--- config.mk ---
export PLATFORM = sky130hd
export DESIGN_NAME = load_store_unit
export DESIGN_NICKNAME = d
export VERILOG_FILES = /design/src/rtl/load_store_unit.sv
export SDC_FILE = /design/constraint.sdc
export NUM_CORES = 1
export LEC_CHECK = 0
export CORE_ASPECT_RATIO = 0.5
export CORE_UTILIZATION = 43
export DETAILED_ROUTE_END_ITERATION = 12
export GPL_TIMING_DRIVEN = 1
export PLACE_DENSITY = 0.9
export SKIP_CTS_REPAIR_TIMING = 1
export SLEW_MARGIN = 10
export SYNTH_ARGS = -nofsm -noshare
export SYNTH_HDL_FRONTEND = slang
export SYNTH_SLANG_ARGS = --single-unit
--- constraint.sdc ---
create_clock -name clk -period 2.8 [get_ports clk]
set_input_delay 0.28 -clock clk [delete_from_list [all_inputs] [get_ports clk]]
set_output_delay 0.28 -clock clk [all_outputs]
set_load 0.02 [all_outputs]
--- src/rtl/load_store_unit.sv ---
// Load/store unit: one memory transaction at a time between the pipeline and a
// data memory that returns right-aligned read data one cycle after the strobe.
module load_store_unit #(
    parameter int MEM_ADDR_W = 8
) (
    input  logic        clk,
    input  logic        rst_n,
    input  logic        req_valid,
    output logic        req_ready,
    input  logic        req_we,
    input  logic [2:0]  req_funct3,
    input  logic [31:0] req_addr,
    input  logic [31:0] req_wdata,
    output logic        resp_valid,
    input  logic        resp_ready,
    output logic [31:0] resp_rdata,
    output logic        resp_err,
    output logic [31:0] mem_addr,
    output logic        mem_write,
    output logic        mem_read,
    output logic        mem_half,
    output logic        mem_byte,
    output logic [31:0] mem_wdata,
    input  logic [31:0] mem_rdata
);

    localparam logic [2:0] F3_B  = 3'b000;
    localparam logic [2:0] F3_H  = 3'b001;
    localparam logic [2:0] F3_W  = 3'b010;
    localparam logic [2:0] F3_BU = 3'b100;
    localparam logic [2:0] F3_HU = 3'b101;

    typedef enum logic [1:0] {
        IDLE,
        ACCESS,
        WAIT,
        RESP
    } state_t;

    state_t state;
    state_t state_next;

    logic        we_p0;
    logic [2:0]  funct3_p0;
    logic [31:0] addr_p0;
    logic [31:0] wdata_p0;
    logic        err_p0;
    logic [31:0] rdata_p1;

    logic        req_fire;
    logic        req_bad;

    function automatic logic is_half(input logic [2:0] f3);
        return (f3 == F3_H) || (f3 == F3_HU);
    endfunction

    function automatic logic check_err(input logic        we,
                                       input logic [2:0]  f3,
                                       input logic [31:0] addr);
        logic legal;
        logic bad;
        legal = (f3 == F3_B) || (f3 == F3_H) || (f3 == F3_W) ||
                (f3 == F3_BU) || (f3 == F3_HU);
        bad = !legal;
        if (we && f3[2])
            bad = 1'b1;
        if (is_half(f3) && addr[0])
            bad = 1'b1;
        if ((f3 == F3_W) && (addr[1:0] != 2'b00))
            bad = 1'b1;
        if ((addr >> MEM_ADDR_W) != 32'd0)
            bad = 1'b1;
        return bad;
    endfunction

    // Memory selects the half-word with bit 0, so bit 1 moves down into it.
    function automatic logic [31:0] map_addr(input logic [2:0]  f3,
                                             input logic [31:0] addr);
        logic [31:0] mapped;
        mapped = addr;
        if (is_half(f3))
            mapped[1:0] = {1'b0, addr[1]};
        return mapped;
    endfunction

    function automatic logic [31:0] extend_load(input logic [31:0] d,
                                                input logic [2:0]  f3);
        logic signed [7:0]  b_s;
        logic signed [15:0] h_s;
        logic signed [31:0] r_s;
        b_s = d[7:0];
        h_s = d[15:0];
        case (f3)
            F3_B:    r_s = b_s;
            F3_H:    r_s = h_s;
            F3_BU:   r_s = {24'd0, d[7:0]};
            F3_HU:   r_s = {16'd0, d[15:0]};
            default: r_s = d;
        endcase
        return r_s;
    endfunction

    assign req_fire = req_valid & req_ready;
    assign req_bad  = check_err(req_we, req_funct3, req_addr);

    always_ff @(posedge clk) begin
        if (!rst_n)
            state <= IDLE;
        else
            state <= state_next;
    end

    always_comb begin
        state_next = state;
        req_ready  = 1'b0;
        resp_valid = 1'b0;
        resp_err   = 1'b0;
        mem_read   = 1'b0;
        mem_write  = 1'b0;
        mem_half   = 1'b0;
        mem_byte   = 1'b0;
        case (state)
            IDLE: begin
                req_ready = 1'b1;
                if (req_valid)
                    state_next = req_bad ? RESP : ACCESS;
            end
            ACCESS: begin
                mem_read   = !we_p0;
                mem_write  = we_p0;
                mem_byte   = (funct3_p0[1:0] == 2'b00);
                mem_half   = (funct3_p0[1:0] == 2'b01);
                state_next = we_p0 ? RESP : WAIT;
            end
            WAIT: begin
                state_next = RESP;
            end
            RESP: begin
                resp_valid = 1'b1;
                resp_err   = err_p0;
                if (resp_ready)
                    state_next = IDLE;
            end
            default: state_next = IDLE;
        endcase
    end

    // Stage p0: request captured on the handshake edge
    // Stage p1: load data extended as it is sampled out of WAIT
    always_ff @(posedge clk) begin
        if (!rst_n) begin
            we_p0     <= 1'b0;
            funct3_p0 <= 3'b000;
            addr_p0   <= 32'd0;
            wdata_p0  <= 32'd0;
            err_p0    <= 1'b0;
            rdata_p1  <= 32'd0;
        end else begin
            if (req_fire) begin
                we_p0     <= req_we;
                funct3_p0 <= req_funct3;
                addr_p0   <= map_addr(req_funct3, req_addr);
                wdata_p0  <= req_wdata;
                err_p0    <= req_bad;
                rdata_p1  <= 32'd0;
            end
            if (state == WAIT)
                rdata_p1 <= extend_load(mem_rdata, funct3_p0);
        end
    end

    assign mem_addr   = addr_p0;
    assign mem_wdata  = wdata_p0;
    assign resp_rdata = rdata_p1;

endmodule

# After elaboration in Yosys (flattened, before gate mapping)
# Index checks and enable logic that the tools add are counted.
op_classes:
  n_eq_ne: 13
  n_mux: 20
  bitwise_logic: 1
  reduce_logical: 18
ops:
  columns: ["operator", "count"]
  rows:
  - ["$pmux W32 S4", 1]
  - ["$mux W32", 2]
  - ["$reduce_bool A32 Y1", 1]
  - ["$eq A3 B3 Y1 const B", 4]
  - ["$mux W1", 12]
  - ["$mux W2", 4]
  - ["$pmux W2 S4", 1]
  - ["$eq A3 B1 Y1 const B", 2]
  - ["$logic_not A3 Y1", 2]
  - ["$logic_or A1 B1 Y1", 5]
  - ["$eq A2 B1 Y1 const B", 2]
  - ["$eq A2 B2 Y1 const B", 2]
  - ["$logic_not A2 Y1", 2]
  - ["$ne A2 B2 Y1 const B", 2]
  - ["$reduce_bool A2 Y1", 2]
  - ["$eq A3 B2 Y1 const B", 1]
  - ["$logic_and A1 B1 Y1", 3]
  - ["$logic_not A1 Y1", 2]
  - ["$reduce_and A2 Y1", 1]
  - ["$and A1 B1 Y1", 1]
totals:
  reg_bits: 103
  input_bits: 104
  wordCells: 59

# Logic depth before layout (Yosys ltp)
depth:
  ltp_word: 13
  depth_mapped: 8

# Worst setup path before layout
# No wires, ideal clock.
synth_path:
  path_type: "register to register"
  start: "register state[1]"
  end: "register state[1]"
  setup_ps: 86
  arrival_ps: 1584
  required_time_ps: 2714
  path_slack_ps: 1130
  path_stages_with_launch: 7
  path_buffers: 0
  period_less_slack_ps: 1670
  cell_sequence: "dfxtp_1 > inv_1 > ha_1 > inv_2 > o22ai_1 > mux2_2 > a211oi_1"
synth_between:
  elab_chain_len: 3
  word_cells_on_any_way: 8
  classes_between: "eq/ne (5); mux (1); reduce/logical (2)"
synth_rtl:
  columns: ["element", "line", "source"]
  rows:
  - ["start, declared", "40", "state_t state;"]
  - ["start signal, assigned", "110", "state <= state_next;"]
  - ["$eq A2 B2 Y1 / $logic_not A2 Y1 (equally long branches)", "122", "case (state)"]
  - ["$ne A2 B2 Y1 (no line)", null, null]
  - ["$reduce_and A2 Y1 (no line)", null, null]
# Several ways; a longest one is shown, not always the timed one.
# A chain may end at the register's enable or synchronous reset.

# Worst setup path after layout
layout_path:
  start: "register state[1]"
  end: "output mem_byte"
layout_between:
  elab_chain_len: 2
layout_rtl:
  columns: ["element", "line", "source"]
  rows:
  - ["$eq A2 B1 Y1", "122", null]
  - ["$mux W1", "122", null]
  - ["end, declared", "22", "output logic mem_byte,"]
# No other way between the ends.

==> flow_summary.toml <==
[status]
outcome = "complete, no violations"

[sta]
finalMaxSlewViolations = 0
setup_ws_ns = 0.649
fmax_ghz = 0.465
hold_viol = 0
tns_ns = 0
fin_crit_sh_pct = 76.8
worstMarginPinSlew_ns = 0.705
max_slew_margin_pct = 53.0
fin_crit_ns = 2.15
finalSetupViolations = 0
fin_skew_ns = 0.00771
rsz0062_at_grt = "no"

[drt]
wl_mm = 12.3
ant_nets = 0
via_per_inst = 5.10
drt_first_pass_iters = 4
wl_per_cell_um = 15.4
drcViolationCount = 0
num_vias = 4084
drtIter0Drc = 266

[pwr]
p_seq_share_pct = 35.3
power_frac_comb_pct = 41.5
p_per_area_mw_per_mm2 = 844
power_frac_clock_pct = 23.3
cellLeakagePower_nw = 2.28
p_sw_mw = 1.98
peakVddDrop_mv = 0.710
power.internal_mw = 3.44
p_sw_share_pct = 36.5

[synth]
yosysUniqueCellTypes = 37
yosysWarnings = 0
synthArstFlopShare_pct = 0
ys_seq_area_share_pct = 50.9
synth_seq_cells = 103
synth_edf_count = 0
yosysMostFrequentCell = "nand2_1"
syn_area_mm2 = 0.00405
synthCells = 493
synth_top_area_share_pct = 50.9
synthTopCellsByCount = "nand2_1 (151), dfxtp_1 (103), a21oi_1 (84), nor2_1 (20), nand2b_1 (17)"
yosys-top-cells-area = "dfxtp_1 (51%), nand2_1 (14%), a21oi_1 (10%)"
synth_nets = 601
avgSynthCellArea_um2 = 8.22
synth_area_leader_cell = "dfxtp_1"
synthFlopType = "dfxtp_1"

[placed_design]
dp_hpwl_mm = 8.44
portBuffers = 206
placed_area_mm2 = 0.00613
dp.cells = 785
post-place-ws_ns = 0.820
gp_congestion = 0.752

[floorplanning]
die_width_um = 139
die_height_um = 70.6
row_count = 24
design.core.area_mm2 = 0.00892
die_area_mm2 = 0.00984
initial_core_util_pct = 45.4
pin_count = 207

[cts]
root_buffer = "clkbuf_16"
ctsHtreeMaxLevel = 3
cts_tree = "yes"
worst_skew_pair.late_latency_ns = 0.35
clkTransAtPathRegs_ns = 0.07
numCtsBuffers = 9
clock_sinks = 103
ctsLongestPathBuffers = 2

[min_path]
hold_end = "resp_rdata[12]$_SDFFE_PN0P_"
hold_class = "flop to flop"
min_from = "resp_rdata[12]$_SDFFE_PN0P_"
min_path_cells = 2

[cells_and_area]
design_area_mm2 = 0.00643
final_core_util_pct = 72.1
stdcell_count = 801
fin_nets = 787
diodes = 0
area_growth_pct = 58.7
seqCellArea_mm2 = 0.00206
drive_gt1_share_pct = 4.53
multi_input_area_mm2 = 0.00178
nFillCells = 668

[worst_setup_path]
cp.arrival_ns = 1.87
path_delay_family = "buffers and inverters"
max_stage_delay_ns = 0.65
crit_chain = "inv_1, ha_1, nor3b_1, clkdlybuf4s50_1"
path_class = "flop to output pin"
timing.rr.end = "mem_wdata[23]$_SDFFE_PN0P_"
worst_ep_required_time_ns = 2.52
worst-path-stages = 4
crit_path_top_delay_cell = "clkdlybuf4s50_1"
rr_startpoint = "state[0]$_SDFFE_PN0P_"
reg2regPathDepth = 6
cp_num_buf_inv = 2
end_kind = "output pin"
r2r_setup_slack_ns = 0.75
critPathMaxFanout = 4
startpoint_type = "flop"

[flow_run]
cap_violations = 0

[global_route]
grt.overflow.total = 0
grt_usage_pct = 24.7
antenna_found_initial = 0
grt_start_max_net_pins = 69
grt_pass1_wl_mm = 19.4
grt_pass1_vias = 3905
==> through the flow <==
stage | power (mW) | hold slack, ns
floorplan | 3.28 | 0.416
global placement | 4.11 | 0.438
detailed placement | 4.17 | 0.444
global route | 5.70 | 0.465
CTS | 5.45 | 0.454
finish | 5.42 | 0.451
==> area by class of cell <==
class	count	area share [%]
timing repair buffer	213	33.1
clock buffer	11	3.78
sequential	103	32.1
multi-input combinational	347	27.6
clock inverter	5	0.895
tap	117	2.28
inverter	5	0.292
==> power by group through the flow <==
stage	registers, mW	logic (mW)	clock network [mW]
2_1_floorplan	2.23	1.04	0
3_3_place_gp	1.92	2.19	0
3_5_place_dp	1.94	2.23	0
4_1_cts	1.91	2.26	1.28
5_1_grt	1.95	2.41	1.34
6_report	1.91	2.25	1.26
==> cells by family after synthesis <==
| family | synth area share (%) |
|---|---|
| DFF | 50.9 |
| buffers and inverters | 5.40 |
| AOI/OAI and AO/OA | 18.3 |
| muxes | 0.525 |
| adders and majority gates | 1.23 |
| and+or+nand+nor | 23.6 |
==> sequential cells by signal, indices dropped and copies added (netlist names) <==
name / cells
err_p0: 1
funct3_p0: 3
mem_addr: 32
mem_wdata: 32
resp_rdata: 32
state: 2
we_p0: 1
==> how the worst max path moves through the flow <==
stage,startpoint,endpoint,slack (ns)
CTS,state[1]$_SDFFE_PN0P_,mem_byte,0.63
floorplan,state[1]$_SDFFE_PN0P_,state[1]$_SDFFE_PN0P_,1.13
detailed placement,req_valid,mem_wdata[23]$_SDFFE_PN0P_,0.82
global route,state[1]$_SDFFE_PN0P_,mem_byte,0.56
finish,state[1]$_SDFFE_PN0P_,mem_byte,0.65
global placement,req_valid,mem_wdata[28]$_SDFFE_PN0P_,0.90
==> worst reg2reg max path, stage by stage, from the launching register on <==
cell and delay (ns):
dfxtp_1 0.35, inv_1 0.12, ha_1 0.31, and2_2 0.44, buf_4 0.45, nand2_1 0.14, a21oi_1 0.17
==> layout by cell type (no fill, tap or decap), drive strengths merged, types with 9 or more instances in the layout <==
cell           synthesis  routed
a21oi                 84      84
a32oi                 16      16
clkbuf                16      11
clkdlybuf4s50          0     206
dfxtp                103     103
nand2                151     151
nand2b                17      17
nand3b                 9       9
nor2                  21      21
o21a                   9       9
o21ai                  9       9
==> metal layers <==
layer | vias up | part of all wire [%] | global-route usage, %
li1 | 2024 | - | -
met2 | 103 | 51 | 46.2
met5 | - | 0 | 0
met1 | 1929 | 41 | 27.5
met4 | 0 | 2.6 | 10.6
met3 | 28 | 4.6 | 5.48
(Power assumes the default switching activity.)
==> RTL edit 1: new RTL, same settings <==
Encoding of `state_t`: now one-hot (4 bits for 4 states).
--- a/src/rtl/load_store_unit.sv
+++ b/src/rtl/load_store_unit.sv
@@ -30,11 +30,11 @@
     localparam logic [2:0] F3_BU = 3'b100;
     localparam logic [2:0] F3_HU = 3'b101;
 
-    typedef enum logic [1:0] {
-        IDLE,
-        ACCESS,
-        WAIT,
-        RESP
+    typedef enum logic [3:0] {
+        IDLE   = 4'b0001,
+        ACCESS = 4'b0010,
+        WAIT   = 4'b0100,
+        RESP   = 4'b1000
     } state_t;
 
     state_t state;
Check against the original RTL: no difference found for any inputs over 10 cycles, from zero or initial values and one cycle with rst_n low; not proved beyond that.
==> RTL edit 1 against the original RTL <==
- final area about the same
- sequential cell count up 2
- non-clock buffer count up 1
- critical path depth down 1
- area after synthesis up 1.7%
- setup slack worse by 0.43 ns
- sequential share of layout area up 0.66 points
- count of clock-buffer cells in the layout up 3
- synthesized cell count down 1.2%
- routed wire length down 3.4%
- critical endpoint is now mem_half
Power is not compared: it rests on default switching activity, and its combinational part moved more than twofold at a synthesized area within 25%.
==> RTL edit 1: results (changes against the original RTL) <==
Critical path
The setup slack of the most critical reg-to-reg path was 0.62 ns (-0.13 ns). In this run the worst setup path terminates at mem_half. The largest fanout of any net on the critical path is 10 (+6). The worst register-to-register path begins at state[0]. The length in cells of the worst reg-to-reg path is 5 (-1).

Final layout
The count of clock-net buffers in the final layout was 14 (+3). The footprint of the flip-flops and latches is 2100 um2 (+2.0%). The multi-input combinational gate total is 342 (-1.4%).

The area of the multi-input gates is 1770 um2 (-0.28%). The number of filler instances in the final layout is 702 (+5.1%). The total of plain and repair buffers excluding clock buffers is 214 (+0.47%). The ratio of cells with drive above 1 in the final layout was 0.0486 (+0.00328). The number of nets in the finished design is 778 (-1.1%). The number of non-clock inverters in the layout was 2 (-3).

The fraction of area in clock buffers and inverters is 0.0430 (-0.00367). The non-clock buffer area fraction after layout was 0.330 (-0.000585). The share of the final layout cell area in multi-input gates was 0.276 (-0.000617).

The number of sequential storage elements is 105 (+1.9%).

Worst hold path
The worst min-delay path startpoint is mem_wdata[13]. The worst hold path terminates at mem_wdata[13].

Placement
The global placement routability congestion is 0.821 (+9.1%). The post-DP HPWL is 8570 um (+1.5%). The pre-CTS setup slack is 0.453 ns (-0.367 ns).

Synth
The post-synthesis share of cell area spent on xor and xnor gates is 0.00213 (+0.00213). The sequential area share after synthesis was 0.510 (+0.00122). The synthesized area divided by synthesized cell count is 8.46 um2 (+3.0%). The synthesized-area fraction occupied by ao, oa, aoi and oai cells is 0.185 (+0.00119). The proportion of synthesized area in mux cells was 0.00243 (-0.00282). The synthesized-area fraction occupied by adder cells is 0 (-0.0123).

Ranked by total cell area, the synthesized netlist is headed by dfxtp_1 (51%), nand2_1 (13%), a21oi_1 (10%). The synthesized cell area came to 4120 um2 (+1.7%). After synthesis, the most frequently instantiated cells are nand2_1 (146), dfxtp_1 (105), a21oi_1 (84), clkbuf_1 (19), nand2b_1 (17). The post-synth net total is 591 (-1.7%). The number of distinct library cells after synthesis is 43 (+16%).

GRT
The first-pass GRT wire length is 19,000 um (-2.2%). The largest net degree at the start of global routing is 52 (-25%). The fraction of met3 tracks used by global routing came to 0.0735 (+0.0187). The global-route usage over all layers came to 0.240 (-0.00715). The fraction of met2 tracks used by global routing is 0.427 (-0.0351). The met1 usage is 0.272 (-0.00277).

Timing
The worst hold slack after final layout is 0.453 ns (+0.00162 ns). The maximum frequency from static timing analysis is 388 MHz (-17%). The transition time at the pin with the least slew margin is 0.725 ns (+0.0197 ns). The worst clock skew is 0.00626 ns (-0.00145 ns).

Route
The sum of met3 wire segment lengths after detailed routing is 737 um (+28%). The via count of the routed design is 4,078 (-0.15%). The post-detailed-routing wire length was 11,900 um (-3.4%). The amount of wire on met2 after detailed routing was 5900 um (-7.0%). The routed metal-1 wirelength was 4960 um (-3.0%).

The average vias per placed instance is 5.12 (+0.48%).

Outcome
The flow ran to the end, and the final reports show no timing, DRC or antenna violations.

Clock tree
The root buffer cell is clkbuf_16.
-- RTL edit 1: cell types whose count changed after synthesis, moves of 4 or more --
cell / delta
and3_1: +9
nor2_1: -15
nand3b_1: -8
buf_2: -11
a32oi_1: -15
nand2_1: -5
buf_6: +6
ha_1: -4
a22o_1: +16
nand3_1: +9
-- RTL edit 1: worst max-delay path, stage by stage, from the launching register on --
cell	delay, ns
dfxtp_2	0.44
or4b_2	0.68
nor3b_1	0.21
clkdlybuf4s50_1	0.63
-- RTL edit 1: power by group through the flow --
stage | sequential, mW | clock, mW | combinational, mW
2_1_floorplan | 1.77 | 0 | 0.332
3_3_place_gp | 1.68 | 0 | 0.771
3_5_place_dp | 1.68 | 0 | 0.783
4_1_cts | 1.65 | 1.20 | 0.786
5_1_grt | 1.66 | 1.26 | 0.846
6_report | 1.65 | 1.18 | 0.782
==> RTL edit 2: new RTL, same flow settings <==
Without the edit above. Make the reset (`rst_n`) asynchronous in 2 clocked blocks.
--- a/src/rtl/load_store_unit.sv
+++ b/src/rtl/load_store_unit.sv
@@ -103,7 +103,7 @@
     assign req_fire = req_valid & req_ready;
     assign req_bad  = check_err(req_we, req_funct3, req_addr);
 
-    always_ff @(posedge clk) begin
+    always_ff @(posedge clk or negedge rst_n) begin
         if (!rst_n)
             state <= IDLE;
         else
@@ -147,7 +147,7 @@
 
     // Stage p0: request captured on the handshake edge
     // Stage p1: load data extended as it is sampled out of WAIT
-    always_ff @(posedge clk) begin
+    always_ff @(posedge clk or negedge rst_n) begin
         if (!rst_n) begin
             we_p0     <= 1'b0;
             funct3_p0 <= 3'b000;
Behaviour: differs if rst_n is asserted again (counterexample within 4 cycles, from zero or initial values and one cycle with rst_n low); with rst_n held inactive, the same outputs for 10 cycles.
==> RTL edit 2 against the original RTL <==
- die area rose by 5.2%
- clock power decreased by 12%
- combinational power rose by 80%
- routed wire length decreased by 11%
- total power is 43% higher
- area after synthesis rose by 5.3%
- sequential cell count is the same
- final area is 4.7% higher
- non-clock buffer count is the same
- sequential power up 38%
- setup slack worse by 0.11 ns
- global-route usage decreased by 3.1 points
- worst hold slack worse by 0.0078 ns
==> RTL edit 2: results (changes against the original RTL) <==
Synth
By area the synthesized netlist is led by dfrtp_1 (60%), mux2_2 (17%), o21ai_0 (4.0%). The synthesized area divided by synthesized cell count is 12.6 um2 (+54%). The post-synth net total was 446 (-26%).

The fraction of registers with async set/reset is 1.00 (+1.00). The main flop type after synthesis is dfrtp_1. The commonest cells after synthesis are dfrtp_1 (103), mux2_2 (66), nand2_1 (41), o21ai_0 (34), nor2b_1 (18). The sequential area share after synthesis is 0.604 (+0.0951). The number of distinct library cells after synthesis is 32 (-14%).

GRT
The global-route usage over all layers is 0.216 (-0.0307). The via count of the first global-routing pass is 3,479 (-11%). The first-pass GRT wire length is 17,100 um (-12%).

Timing
The worst clock skew came to 0.00367 ns (-0.00403 ns). The transition time at the pin with the least slew margin is 1.17 ns (+0.468 ns).

Critical path
In this run the critical register-to-register path is launched from state[0]. The setup slack of the most critical reg-to-reg path was 0.68 ns (-0.07 ns). The length in cells of the worst reg-to-reg path is 5 (-1). The largest stage delay on the critical path came to 0.70 ns (+0.05 ns). The largest fanout of any net on the critical path is 10 (+6). The data arrival time at the worst-slack endpoint is 1.98 ns (+0.11 ns).

Route
The routed length per instance is 16.1 um (+4.2%). The via count of the routed design is 3,380 (-17%). The detailed router's first-iteration violation count is 112 (-58%).

Placement
The cell area reported after detailed placement is 6460 um2 (+5.4%). The global placement routability congestion was 0.815 (+8.3%). The post-DP HPWL came to 8350 um (-1.0%).

Outcome
The flow ran to the end, and the final reports show no timing, DRC or antenna violations.

Worst hold path
The min-delay analysis places its worst path in the category input pin to async pin.

Power and ir drop
The largest voltage drop on the vdd net is 0.000658 V (-7.3%). The leakage power came to 2.83 nW (+24%).

Final layout
The ratio of cells with drive above 1 in the final layout came to 0.164 (+0.119). The number of filler instances in the final layout is 677 (+1.3%). The number of nets in the finished design is 651 (-17%).

Clock tree
The number of buffers created by CTS came to 9 (unchanged).
==> RTL edit 2: cell types whose count changed after synthesis, sizes merged, moves of 10 or more <==
cell	delta
nor2b	+17
dfxtp	-103
nor2	-19
a32oi	-16
dfrtp	+103
nand2	-109
o21ai	+36
nand2b	-17
mux2	+65
clkbuf	-10
a21oi	-81
==> RTL edit 2: power groups by stage <==
| stage | clock network [mW] | logic, mW | registers (mW) |
|---|---|---|---|
| floorplan | 0 | 1.35 | 3.43 |
| global placement | 0 | 3.97 | 2.61 |
| detailed placement | 0 | 4.06 | 2.66 |
| CTS | 1.14 | 4.07 | 2.64 |
| global route | 1.20 | 4.28 | 2.73 |
| finish | 1.11 | 4.04 | 2.64 |
==> RTL edit 2: how the worst max path moves through the flow <==
stage	end	cells after the start	start	slack (ns)
floorplan	mem_wdata[0]	7	state[0]	1.10
global placement	resp_rdata[23]	4	req_valid	0.77
detailed placement	resp_rdata[21]	4	req_valid	0.68
CTS	req_ready	3	state[0]	0.55
global route	req_ready	3	state[0]	0.46
finish	req_ready	3	state[0]	0.54
==> RTL edit 2: area by class of cell <==
cell class / instances / area [um2] / share of cell area
repair buffers: 213 / 2140 / 0.318
multi-input cells: 212 / 1570 / 0.234
flip-flops and latches: 103 / 2580 / 0.383
well taps: 135 / 169 / 0.0251
clock inverters: 5 / 25.0 / 0.00372
clock buffers: 11 / 233 / 0.0346
inverters: 4 / 15.0 / 0.00223
==> RTL edit 2: logic make-up (layout without fill, tap and decap cells) <==
family | after synthesis | after routing | synth area share
flip-flops | 103 | 103 | 0.604
AND/OR/NAND/NOR | 76 | 76 | 0.0906
multiplexers | 68 | 68 | 0.179
AO/OA/AOI/OAI | 64 | 64 | 0.0859
buffers and inverters | 23 | 233 | 0.0290
adder cells (fa/ha/maj) | 4 | 4 | 0.0117
==> RTL edit 2: worst max-delay path: cells and delay by family (launching register included) <==
family,cells,cell delay [ns]
buffers and inverters,2,0.83
adders and majority gates,1,0.41
DFF,1,0.40
==> RTL edit 2: through the flow <==
step                      cells  setup WS (ns)  hold slack (ns)  power, mW
after floorplan             338           1.10          -0.0156       4.78
after global placement      666          0.771            0.260       6.59
after detailed placement    666          0.678            0.268       6.72
after CTS                   682          0.554          -0.0953       7.86
after global routing        683          0.463            0.483       8.21
final                       683          0.539            0.444       7.78
==> RTL edit 2: metal layers <==
layer,track usage,part of all wire
met5,0,0
met3,0.0515,0.044
met4,0.0824,0.028
met2,0.401,0.54
met1,0.246,0.39
